$ cat src/rtl/bus_arb2_64.sv
// bus_arb2_64: two-requester round-robin arbiter driving a 64-bit 2:1 mux into a one-entry valid/ready output register
module bus_arb2_64 #(
  parameter int DW = 64,
  parameter int CW = 16
) (
  input  logic          clk,
  input  logic          rst_n,
  input  logic          req0,
  input  logic [DW-1:0] data0,
  input  logic          req1,
  input  logic [DW-1:0] data1,
  output logic          gnt0,
  output logic          gnt1,
  output logic          sel,
  output logic          out_valid,
  output logic [DW-1:0] out_data,
  input  logic          out_ready,
  output logic [CW-1:0] cnt0,
  output logic [CW-1:0] cnt1
);
  typedef enum logic {IDLE, HOLD} state_t;
  state_t        r_state;
  logic          r_pri;
  logic          r_sel;
  logic [DW-1:0] r_data;
  logic [CW-1:0] r_cnt0;
  logic [CW-1:0] r_cnt1;
  logic          w_free;
  logic          w_win_v;
  logic          w_win;
  always_comb begin
    w_free  = (r_state == IDLE) | out_ready;
    w_win_v = rst_n & w_free & (req0 | req1);
    w_win   = (req0 & req1) ? r_pri : req1;
  end
  always_ff @(posedge clk or negedge rst_n) begin
    if (!rst_n) begin
      r_state <= IDLE;
      r_pri   <= 1'b0;
      r_sel   <= 1'b0;
      r_data  <= '0;
      r_cnt0  <= '0;
      r_cnt1  <= '0;
    end else if (w_win_v) begin
      r_state <= HOLD;
      r_data  <= w_win ? data1 : data0;
      r_pri   <= ~w_win;
      r_sel   <= w_win;
      if (!w_win && !(&r_cnt0)) r_cnt0 <= r_cnt0 + CW'(1);
      if (w_win && !(&r_cnt1)) r_cnt1 <= r_cnt1 + CW'(1);
    end else if (w_free) begin
      r_state <= IDLE;
    end
  end
  assign gnt0      = w_win_v & ~w_win;
  assign gnt1      = w_win_v & w_win;
  assign sel       = w_win_v ? w_win : r_sel;
  assign out_valid = (r_state == HOLD);
  assign out_data  = r_data;
  assign cnt0      = r_cnt0;
  assign cnt1      = r_cnt1;
endmodule

$ cat config.mk
export PLATFORM = sky130hd
export DESIGN_NAME = bus_arb2_64
export DESIGN_NICKNAME = d
export VERILOG_FILES = /design/src/rtl/bus_arb2_64.sv
export SDC_FILE = /design/constraint.sdc
export NUM_CORES = 1
export LEC_CHECK = 0
export ABC_AREA = 1
export BUFFER_PORTS_ARGS = -buffer_cell sky130_fd_sc_hd__buf_2
export CORE_UTILIZATION = 45
export CTS_CLUSTER_SIZE = 30
export DETAILED_ROUTE_END_ITERATION = 6
export GPL_TIMING_DRIVEN = 0
export PLACE_DENSITY = 0.79
export SYNTH_ARGS = -nofsm -noshare
export SYNTH_HDL_FRONTEND = slang
export SYNTH_SLANG_ARGS = --single-unit
export TNS_END_PERCENT = 50
$ cat constraint.sdc
create_clock -name clk -period 1.9 [get_ports clk]
set_input_delay 0.38 -clock clk [delete_from_list [all_inputs] [get_ports clk]]
set_output_delay 0.38 -clock clk [all_outputs]
set_load 0.02 [all_outputs]
# == Word-level counts from Yosys, hierarchy flattened ==
# Cells that the tools add are included.
# totals
register_bits,99
in_bits,133
output_inout_bits,100
word_cells,32
# op_classes
addsub,2
muxes,5
bitwise_logic,9
reduce_logical,10
# ops
cell,n
$mux W64,1
$add A16 B1 Y16 const B,2
$reduce_and A16 Y1,2
$and A1 B1 Y1,5
$mux W1,4
$reduce_and A2 Y1,2
$logic_not A1 Y1,3
$logic_and A1 B1 Y1,2
$not A1 Y1,2
$or A1 B1 Y1,2
$reduce_bool A2 Y1,1

# == Longest topological paths before layout ==
# logic_depth
depth_word,5
mapped_depth,10
mapped_depth_nobuf,9

# == Least setup slack after synthesis ==
# No wires, ideal clock.
# synth_path
path_type,register to output
from,register r_state (netlist: out_valid)
to,output sel
arrival_time_ns,1.248
t_required_ns,1.520
path_slack_ns,0.272
stages_incl_launch_ff,6
path_buffers,1
path_cell_list,dfrtp_1 > nand2_1 > nand3_4 > buf_1 > nand2_1 > nand2_1
# synth_via
elab_chain_len,5
# synth_rtl
element,line_no,source
start: declaration,22,state_t r_state;
start signal: assignment,38,r_state <= IDLE;
start signal: assignment,45,r_state <= HOLD;
start signal: assignment,52,r_state <= IDLE;
$not A1 Y1,32,w_free = (r_state == IDLE) | out_ready;
$or A1 B1 Y1,32,
$and A1 B1 Y1 (2 in series),33,w_win_v = rst_n & w_free & (req0 | req1);
$mux W1,--,
end: declaration,14,"output logic sel,"
# Every way passes these cells.

# == Final worst setup path ==
# Same ends and word-level chain as after synthesis.

==> run_results.csv <==
group,metric,value,unit
worst_setup_path,crit_path_start_kind,"register",
logic_synthesis,synth_area_per_cell,7.50,µm²
timing,finalSetupViolCount,0,
die,die_area,0.0115,mm²
drt,routed_via_density,4.80,
logic_synthesis,yosysMostFrequentCell,"nand2_1",
clocking,cts_made_buffers,9,
timing,post-route-period-util,0.955,
drt,detail-route-antenna-nets,0,
clocking,clock_latency,0.38,ns
finish,fill_cells,1009,
power_and_ir_drop,p_leak,3.70,nW
global_routing,grt_use_total,0.271,
drt,vias,5123,
global_routing,grt_pass1_wl,23700,µm
logic_synthesis,synthTopCellsByArea,"dfrtp_1 50%, nand2_1 26%, nand3_1 8.1%, nor2_1 2.6%, xnor2_1 2.5%",
drt,wl_per_cell,13.8,µm
worst_setup_path,regToRegSetupSlack,0.18,ns
worst_setup_path,cp.arrival,1.43,ns
die,core,0.0108,mm²
worst_setup_path,critPathKind,"register to output port",
drt,firstDrtPassIters,5,
finish,drive_gt1_frac,0.320,
die,initial_core_util,0.461,
timing,rsz0062_at_grt,"yes",
logic_synthesis,yosys.area.top_type,"dfrtp_1",
clocking,cts_tree,"yes",
place,hpwl,11000,µm
logic_synthesis,ys_top_cells_by_count,"341 x nand2_1, 99 x dfrtp_1, 80 x nand3_1, 35 x nor2_1, 31 x inv_1",
logic_synthesis,synthesis.area,0.00497,mm²
timing,fin_crit,1.81,ns
outcome,status,"completed",
drt,wirelength,14700,µm
logic_synthesis,netlist.area_leader.share,0.498,
clocking,cts_buffer_depth,2,
logic_synthesis,async_flop_share,1.00,
timing,finClkSkew,0.00750,ns
worst_setup_path,cp-endpoint,"sel",
global_routing,grt_pass1_vias,4836,
clocking,clock_sinks,99,
finish,area_growth_syn_to_layout,35.6,%
power_and_ir_drop,total_power,0.00585,W
die,ios,233,
worst_hold_path,min_path_type,"primary input to async pin",
power_and_ir_drop,p_per_area,868,mW/mm²
timing,max-slew-margin-rel,0.667,
logic_synthesis,synth_seq_area_share,0.498,
worst_setup_path,cp.required,1.52,ns
drt,drc,0,
global_routing,antenna_found_initial,2,
place,io_buffers,232,
logic_synthesis,syn_inst,663,
logic_synthesis,ys_ff_latch,99,
power_and_ir_drop,vdd.ir_drop.worst,496,µV
global_routing,grt_max_degree,42,
logic_synthesis,yosysUniqueCellTypes,21,
timing,final_hold_viol_count,0,
timing,drv_slew,0,
worst_setup_path,r2r_start,"cnt1[0]",
timing,tightest_slew,0.499,ns
worst_setup_path,crit_start,"out_valid",
finish,num-nets-final,1055,
timing,fmax,0.551,GHz
flow_run,max_cap_violations,0,
worst_setup_path,ff2ff_path_depth,9,
logic_synthesis,synthFlopType,"dfrtp_1",
finish,multi_input_area,0.00221,mm²
clocking,htreeDepth,3,
worst_setup_path,endpoint_kind,"output port",
die,die_width,107,µm
finish,seq_area,0.00248,mm²
logic_synthesis,ys_warn_count,0,
global_routing,overflow,0,
die,die_y,107,µm
logic_synthesis,synth-edff-count,0,
die,rows,38,
worst_setup_path,regToRegEndpoint,"cnt1[9]",
place,dp_slack,-0.756,ns
clocking,cts-root-buf,"clkbuf_8",
place,routabilityCongestion,0.871,
timing,fin_ws,0.0859,ns
drt,drt-initial-drc-count,299,
clocking,path_clk_slew,0.10,ns
worst_setup_path,crit_path_max_fanout,5,
logic_synthesis,syn-num-nets,798,
routing by layer:
layer	track usage	part of all wire
met1	0.320	0.40
met2	0.469	0.51
met5	0	0
met4	0.102	0.023
met3	0.0766	0.066
state kept, by name, summed over array words and instances (netlist names):
name,count
out_data,64
out_valid,1
cnt1,16
r_sel,1
r_pri,1
cnt0,16
report_power, final:
group | switching (W) | internal (W)
combinational | 0.00114 | 0.000705
sequential | 0.000268 | 0.00246
clock | 0.000794 | 0.000486
total | 0.00220 | 0.00365
cells in the final DEF, fill, tap and decap left out, types with 5 or more instances in the layout:
cell      Yosys  routed
buf_6         6       8
clkbuf_1      5       5
o21ai_0       7       7
nor2_1       35      35
nand4_1      16      16
buf_12        0       5
dfrtp_1      99      99
buf_4         6      16
inv_1        31      31
clkbuf_8      0       9
nand3_1      80      80
buf_2         7     234
nand2_1     341     338
nand2_2       2       5
xnor2_1      14      14
what timing repair did:
item,CTS,global route
hold buffers,3,0
setup endpoints to repair,35,3
pin swaps,3,4
endpoints found under the hold margin,41,0
setup buffers,5,5
resized for setup,13,6
cloned,1,0
worst max-delay path: stages (launching register included):
cell     delay, ns
dfrtp_1       0.41
nand2_2       0.11
nand3_4       0.14
buf_8         0.16
nand2_2       0.05
nand2_2       0.06
buf_6         0.13
kinds of logic (layout without fill, tap and decap cells):
group                      after synthesis  count (layout)  share of synthesized area
DFF                                     99              99                      0.498
buffers and inverters                   58             320                     0.0591
and+or+nand+nor                        481             481                      0.404
other                                    0               2                          0
adders and majority gates                2               2                    0.00503
xor gates and xnor gates                14              14                     0.0247
AOI/OAI and AO/OA                        9               9                    0.00906
cell type report:
type,instances,area share
diodes,2,0.000743
plain buffers,24,0.0280
clock buffers,9,0.0184
clock inverters,7,0.00780
inverters,33,0.0184
multi-input cells,506,0.327
flip-flops and latches,99,0.368
well taps,140,0.0260
repair buffers,247,0.206
stage by stage:
| stage | hold slack, ns | instances | util | instance area, µm² | TNS (ns) |
|---|---|---|---|---|---|
| 2_1_floorplan | 0.0844 | 663 | - | 4970 | 0 |
| 3_3_place_gp | 0.458 | 1035 | 0.584 | 6310 | -218.69 |
| 3_5_place_dp | 0.408 | 1036 | 0.587 | 6340 | -35.85 |
| 4_1_cts | 0.0413 | 1060 | 0.619 | 6680 | 0 |
| 5_1_grt | 0.0328 | 1067 | 0.625 | 6740 | -0.00945 |
| 6_report | 0.0359 | 1067 | 0.625 | 6740 | 0 |
how the worst min path moves through the flow:
stage / from / to / slack, ns / depth (start not counted)
6_report: rst_n / out_data[9] / 0.04 / 3
5_1_grt: rst_n / out_data[19] / 0.03 / 3
4_1_cts: rst_n / r_sel / 0.04 / 3
3_5_place_dp: rst_n / cnt0[0] / 0.41 / 1
3_3_place_gp: r_sel / r_sel / 0.46 / 2
2_1_floorplan: rst_n / cnt0[0] / 0.08 / 0
Power figures use the tool's default switching activity.
